--- src/rtl/glitch_filter_pkg.sv ---
// Shared definitions for the glitch filter: FSM state encoding and a
// constant-width helper for sizing the stability counter.
package glitch_filter_pkg;

  localparam logic [1:0] ST_LOW       = 2'd0;
  localparam logic [1:0] ST_QUAL_HIGH = 2'd1;
  localparam logic [1:0] ST_HIGH      = 2'd2;
  localparam logic [1:0] ST_QUAL_LOW  = 2'd3;

  typedef enum logic [1:0] {
    LOW       = ST_LOW,
    QUAL_HIGH = ST_QUAL_HIGH,
    HIGH      = ST_HIGH,
    QUAL_LOW  = ST_QUAL_LOW
  } state_t;

  // Smallest n with 2**n >= value; only ever evaluated on constants.
  function automatic int clog2(input int value);
    int result;
    result = 0;
    for (int i = 0; i < 31; i++) begin
      if ((1 << i) < value) result = i + 1;
    end
    return result;
  endfunction

endpackage

--- src/rtl/glitch_filter_sync.sv ---
// Plain flip-flop synchronizer chain for an asynchronous single-bit level.
module sync_chain #(
  parameter int STAGES = 2
) (
  input  logic clock,
  input  logic reset_n,
  input  logic d,
  output logic q
);

  logic [STAGES-1:0] chain;

  always_ff @(posedge clock or negedge reset_n) begin
    if (!reset_n) begin
      chain <= '0;
    end else begin
      chain <= {chain[STAGES-2:0], d};
    end
  end

  assign q = chain[STAGES-1];

endmodule

--- src/rtl/glitch_filter.sv ---
// Synchronizes an asynchronous gate output and only passes level changes
// that stay stable for STABLE_CYCLES clocks; shorter pulses are counted.
module glitch_filter
  import glitch_filter_pkg::*;
#(
  parameter int SYNC_STAGES   = 2,
  parameter int STABLE_CYCLES = 4,
  parameter int CNT_W         = 8
) (
  input  logic             clock,
  input  logic             reset_n,
  input  logic             din,
  input  logic             enable,
  input  logic             clr_glitch,
  output logic             dout,
  output logic             rise,
  output logic             fall,
  output logic [CNT_W-1:0] glitch_cnt,
  output logic             glitch_sat,
  output logic [1:0]       state
);

  localparam int             CW      = clog2(STABLE_CYCLES + 1);
  localparam logic [CW-1:0]  LAST    = CW'(STABLE_CYCLES - 1);
  localparam logic [CW-1:0]  ONE     = CW'(1);
  localparam logic [CNT_W-1:0] CNT_MAX = '1;

  logic          s;
  state_t        st;
  logic [CW-1:0] stable_cnt;
  logic          reject;

  sync_chain #(
    .STAGES (SYNC_STAGES)
  ) u_sync (
    .clock   (clock),
    .reset_n (reset_n),
    .d       (din),
    .q       (s)
  );

  // A qualification is rejected when the sample falls back to the old level.
  assign reject = enable && (((st == QUAL_HIGH) && !s) || ((st == QUAL_LOW) && s));
  assign state  = st;

  always_ff @(posedge clock or negedge reset_n) begin
    if (!reset_n) begin
      st         <= LOW;
      stable_cnt <= '0;
      dout       <= 1'b0;
      rise       <= 1'b0;
      fall       <= 1'b0;
    end else begin
      rise <= 1'b0;
      fall <= 1'b0;
      if (enable) begin
        case (st)
          LOW: begin
            if (s) begin
              if (STABLE_CYCLES == 1) begin
                st   <= HIGH;
                dout <= 1'b1;
                rise <= 1'b1;
              end else begin
                st         <= QUAL_HIGH;
                stable_cnt <= ONE;
              end
            end
          end
          QUAL_HIGH: begin
            if (!s) begin
              st <= LOW;
            end else if (stable_cnt == LAST) begin
              st   <= HIGH;
              dout <= 1'b1;
              rise <= 1'b1;
            end else begin
              stable_cnt <= stable_cnt + ONE;
            end
          end
          HIGH: begin
            if (!s) begin
              if (STABLE_CYCLES == 1) begin
                st   <= LOW;
                dout <= 1'b0;
                fall <= 1'b1;
              end else begin
                st         <= QUAL_LOW;
                stable_cnt <= ONE;
              end
            end
          end
          QUAL_LOW: begin
            if (s) begin
              st <= HIGH;
            end else if (stable_cnt == LAST) begin
              st   <= LOW;
              dout <= 1'b0;
              fall <= 1'b1;
            end else begin
              stable_cnt <= stable_cnt + ONE;
            end
          end
          default: st <= LOW;
        endcase
      end
    end
  end

  // Clear has priority over a rejection landing in the same cycle.
  always_ff @(posedge clock or negedge reset_n) begin
    if (!reset_n) begin
      glitch_cnt <= '0;
      glitch_sat <= 1'b0;
    end else if (clr_glitch) begin
      glitch_cnt <= '0;
      glitch_sat <= 1'b0;
    end else if (reject && (glitch_cnt != CNT_MAX)) begin
      glitch_cnt <= glitch_cnt + 1'b1;
      if (glitch_cnt == CNT_MAX - 1'b1) glitch_sat <= 1'b1;
    end
  end

endmodule
--- config.mk ---
export PLATFORM = sky130hd
export DESIGN_NAME = glitch_filter
export DESIGN_NICKNAME = d
export VERILOG_FILES = /design/src/rtl/glitch_filter_pkg.sv /design/src/rtl/glitch_filter_sync.sv /design/src/rtl/glitch_filter.sv
export SDC_FILE = /design/constraint.sdc
export NUM_CORES = 1
export LEC_CHECK = 0
export CORE_MARGIN = 2
export CORE_UTILIZATION = 45
export CTS_CLUSTER_DIAMETER = 50
export DETAILED_ROUTE_END_ITERATION = 10
export PLACE_DENSITY = 0.73
export SLEW_MARGIN = 20
export SYNTH_ARGS = -nofsm -noshare
export SYNTH_HDL_FRONTEND = slang
export SYNTH_SLANG_ARGS = --single-unit
--- constraint.sdc ---
create_clock -name clock -period 1.8 [get_ports clock]
set_clock_uncertainty 0.1 [all_clocks]
set_input_delay 0.45 -clock clock [delete_from_list [all_inputs] [get_ports clock]]
set_output_delay 0.45 -clock clock [all_outputs]
set_load 0.005 [all_outputs]
# == Word level (Yosys, flattened, before mapping) ==
# Cells that the tools add are included.
# word_totals
ff_bits,19
inputBits,5
out_inout_bits,14
wordCells,68
# op_classes
addsub,2
n_eq_ne,14
muxes,30
n_reduce_logical,14
# op_table
op,n
two-way mux 8 bit,2
two-way mux 3 bit,5
two-way mux 1 bit,14
two-way mux 2 bit,6
one-hot mux 3 bit (4 select lines),1
AND reduction 5 bit,2
adder 8 x 1 -> 8 bit (second input constant),1
equality test 8 bit (second input constant),1
!= test 2 x 1 -> 1 bit (second input constant),4
!= test 8 bit (second input constant),1
one-hot mux 2 bit (4 select lines),1
AND reduction 6 bit,1
nonzero test 2 bit,3
equality test 2 bit (second input constant),2
logical AND 1 bit,4
!= test 2 bit (second input constant),2
adder 3 x 1 -> 3 bit (second input constant),1
equality test 3 x 2 -> 1 bit (second input constant),1
!= test 3 x 1 -> 1 bit (second input constant),1
!= test 3 bit (second input constant),1
equality test 2 x 1 -> 1 bit (second input constant),1
zero test 2 bit,1
one-hot mux 1 bit (2 select lines),1
AND reduction 2 bit,1
other kinds (2),2

# == Logic depth before layout (Yosys ltp) ==
# depth
depth_word,7
depth_mapped,6
ltp_nobuf,6

# == Cells and area by module ==
# From an unflattened synthesis, not the netlist that was laid out.
# hier_totals
cells_unflattened,93
area_unflattened_um2,928.4
# by_module_without_submodules
module,instances,cells_per_inst,area_each_um2,seq_area_each_um2
glitch_filter,1,91,878.3,425.4
sync_chain,1,2,50.0,50.0

# == Worst setup path after synthesis ==
# OpenSTA, ideal clock, no wires.
# synth_timing
path_type,reg-to-reg
start,reg glitch_cnt[0]
end,reg glitch_cnt[1]
setup_ps,94
arrival_ps,1402
required_time_ps,1606
path_slack_ps,204
stages_incl_launch_ff,6
path_buffers,0
synth_period_minus_slack_ps,1596
cell_sequence,dfrtp_1 ha_1 and3_1 a311oi_2 nor2_1 a211oi_1
# synth_between
elab_chain_cells,3
word_cells_on_any_way,6
classes_between,1 x add/sub; 1 x eq/ne; 2 x mux; 2 x reduce/logical
# synth_rtl
item,line,source
from (decl),glitch_filter.sv:18,"output logic [CNT_W-1:0] glitch_cnt,"
from (signal assigned),glitch_filter.sv:119,glitch_cnt <= glitch_cnt + 1'b1;
adder 8 x 1 -> 8 bit or != test 8 bit (tied branches),"glitch_filter.sv:119, glitch_filter.sv:118",
two-way mux 8 bit or logical AND 1 bit (tied branches),glitch_filter.sv:118,end else if (reject && (glitch_cnt != CNT_MAX)) begin
two-way mux 8 bit or nonzero test 2 bit (tied branches),--,
# Several ways; a longest one is shown, not always the timed one. The select of a mux whose other input is x is not followed.
# A chain may end at the register's enable or synchronous reset.

# == Worst setup path after layout ==
# layout_timing
start,in enable
end,reg glitch_cnt[5]
# layout_between
elab_chain_cells,3
# layout_rtl
item,line,source
from (decl),glitch_filter.sv:13,"input logic enable,"
logical AND 1 bit,glitch_filter.sv:43,assign reject = enable && (((st == QUAL_HIGH) && !s) || ((st == QUAL_LOW) && s));
logical AND 1 bit,glitch_filter.sv:118,
nonzero test 2 bit (no source line),--,
# No other way between the ends.

==> impl_metrics.csv <==
group,metric,value,unit
run_status,status,"completed",
clock_network,cts_root_buffer,"clkbuf_4",
logic_synthesis,netlist-cell-type-count,31,
route,drt-pass1-iter-count,4,
finish,finalNetCount,137,
worst_setup_path,critical_path_arrival,1.83,ns
timing,clock.fmax,573,MHz
power_and_ir_drop,p_clk_share,16.5,%
route,wl_per_cell,12.4,µm
placement,port_buffers,18,
logic_synthesis,async_flop_share,100,%
timing,min_period,1.75,ns
power_and_ir_drop,power,1210,µW
route,num_vias,815,
global_route,first_global_vias,784,
route,routed_wl,1.89,mm
global_route,antenna_found_initial,0,
timing,worstMarginPinSlew,0.360,ns
power_and_ir_drop,p_int,813,µW
finish,synthToLayoutAreaGrowth,37.3,%
floorplanning,die_width,50.4,µm
logic_synthesis,synth_top_flop_cell,"dfrtp_1",
floorplanning,num_rows,16,
logic_synthesis,yosysMostFrequentCell,"dfrtp_1",
floorplanning,die-area,2540,µm²
placement,gp_congestion,0.810,
logic_synthesis,yosysTopAreaCell,"dfrtp_1",
floorplanning,core,2000,µm²
timing,fin_ws,0.0541,ns
timing,hold_viol,0,
power_and_ir_drop,swShare,33.0,%
worst_setup_path,cp_max_fo,5,
placement,hpwlAfterDp,1.38,mm
power_and_ir_drop,pwr-share-seq,44.0,%
clock_network,clk_pin_slew,0.10,ns
route,route.met2.wl,900,µm
logic_synthesis,synth_edf_count,0,
logic_synthesis,synth_area_per_cell,10.5,µm²
timing,tns,0,ns
route,detail_route.iter0.violations,35,
global_route,gr-total-overflow,0,
clock_network,h-tree-depth,1,
clock_network,numCtsBuffers,3,
worst_setup_path,worstSetupPathType,"in2reg",
route,ant_nets,0,
finish,drive_above_1_share,20.6,%
worst_setup_path,required,1.89,ns
global_route,grt_pass1_wl,3.37,mm
worst_setup_path,ff2ff_setup_slack,0.09,ns
finish,n_antenna_cell,0,
floorplanning,io_pins,19,
finish,register_area,477,µm²
timing,fin_crit_sh,97.0,%
logic_synthesis,ys_seq_area_share,49.1,%
worst_setup_path,critPathLaunchType,"primary input",
route,drc,0,
worst_setup_path,crit_path_end_kind,"register",
power_and_ir_drop,power_switching,401,µW
clock_network,cts_tree,"yes",
logic_synthesis,netlist_area,968,µm²
logic_synthesis,synth_cells,92,
clock_network,cts-hold-fix-buffers,0,
route,vias_per_cell,5.33,
floorplanning,start_util,48.4,%
logic_synthesis,syn_nets,102,
power_and_ir_drop,leakage,0.000579,µW
timing,slew_viol_final,0,
logic_synthesis,synth_seq_cells,19,
power_and_ir_drop,p_per_area,912,nW/µm²
min_path,hp-class,"reg2reg",
logic_synthesis,synth.area.top_cells,"dfrtp_1 (49%), ha_1 (6.5%), nand2_1 (3.9%), nand3_1 (3.1%), xor2_4 (2.8%)",
timing,relSlewSlack,76.0,%
timing,grt_setup_unrepaired,"no",
power_and_ir_drop,ir_drop,0.000613,V
clock_network,clkLatencyLatePin,0.29,ns
logic_synthesis,yosys.area.top_type_share,49.1,%
clock_network,cts_buffer_depth,2,
finish,n_fill_cell,165,
placement,dp.cells,144,
clock_network,cts_sinks,19,
route,top_layer,"met4",
logic_synthesis,yosysWarnings,0,
route,wl_met1,849,µm
timing,setup_viol,0,
floorplanning,die-height,50.4,µm
placement,place_ws,-0.207,ns
logic_synthesis,synth_common_cells,"dfrtp_1 (19), nand2_1 (10), nor2_1 (7)",
global_route,grt_max_degree,20,
global_route,grt_usage,17.5,%
route,route.met3.wl,106,µm
power_and_ir_drop,comb_power_share,39.5,%
finish,fin_cells,153,
finish,multi_input_area,482,µm²
job,maxCapViolCount,0,
per-stage QoR:
stage          hold WS [ns]  utilization (%)  cell area [µm²]
4_1_cts               0.268             65.4             1310
2_1_floorplan        0.0544                -              968
6_report              0.261             66.4             1330
5_1_grt               0.277             66.4             1330
3_3_place_gp          0.238             62.1             1240
3_5_place_dp          0.243             62.1             1240
power by group through the flow:
stage               sequential, µW  combinational [µW]  clock, µW
finish                         533                 480        200
global route                   543                 534        236
CTS                            534                 473        215
detailed placement             560                 429          0
global placement               558                 419          0
floorplan                      561                 262          0
flip-flops by register name (all words and copies together) (netlist names), named ones only:
name          flops
dout              1
fall              1
glitch_cnt        8
glitch_sat        1
rise              1
stable_cnt        3
state             1
u_sync.chain      2
worst paths after layout:
check | from | endpoint | cells after the start
worst max-delay path | enable | glitch_cnt[5]$_DFFE_PN0P_ | 5
worst min-delay path | u_sync.chain[0]$_DFF_PN0_ | u_sync.chain[1]$_DFF_PN0_ | 0
worst max register to register | glitch_cnt[0]$_DFFE_PN0P_ | glitch_cnt[1]$_DFFE_PN0P_ | 5
worst min register to register | u_sync.chain[0]$_DFF_PN0_ | u_sync.chain[1]$_DFF_PN0_ | 0
max in group asynchronous | reset_n | asynchronous set/reset pin | 2
min in group asynchronous | reset_n | dout$_DFFE_PN0P_ | 2
kinds of logic after synthesis:
| logic type | after synthesis | share of synthesized area [%] |
|---|---|---|
| muxes | 2 | 2.71 |
| and+or+nand+nor | 39 | 21.4 |
| adders and majority gates | 5 | 6.46 |
| AOI/OAI and AO/OA | 18 | 13.6 |
| DFF | 19 | 49.1 |
| buffers and inverters | 7 | 2.97 |
| xor gates and xnor gates | 2 | 3.75 |
metal layers:
metal	vias up	GRT usage (%)
met5	-	0
met4	0	4.50
met3	6	5.95
met2	24	29.6
met1	383	21.3
li1	402	-
area by class of cell:
class,instances,share of cell area [%]
Inverter,4,1.13
Tap cell,27,2.54
Multi-Input combinational cell,66,36.2
Timing Repair Buffer,33,22.3
Clock buffer,4,1.98
Sequential cell,19,35.8
critical path, cell delays in order:
cell and delay (ns):
clkdlybuf4s50_1 0.50, nand2_1 0.18, nor3_2 0.32, a21oi_1 0.11, a311oi_1 0.27
repair_timing:
item | CTS | global route
gates resized for setup | 4 | 3
gates cloned | 0 | 0
setup buffers | 5 | 0
setup endpoints to repair | 6 | 3
pin swaps | 0 | 1
layout by cell type (no fill, tap or decap), drive strengths merged:
cell type,count
nor2b,1
o21bai,1
ha,5
nand3,7
nand2,10
and3,2
dfrtp,19
o31ai,1
a31oi,3
dlymetal6s2s,1
clkbuf,4
a311oi,2
nor2,7
nor4,2
a221oi,1
nand4,2
nor3,4
dlygate4sd2,2
buf,15
a21oi,1
inv,4
nor3b,2
clkdlybuf4s50,15
xor2,1
a41oi,2
and2,2
o21ai,4
a211oi,3
xnor2,1
mux2,2
Power figures use the tool's default switching activity.
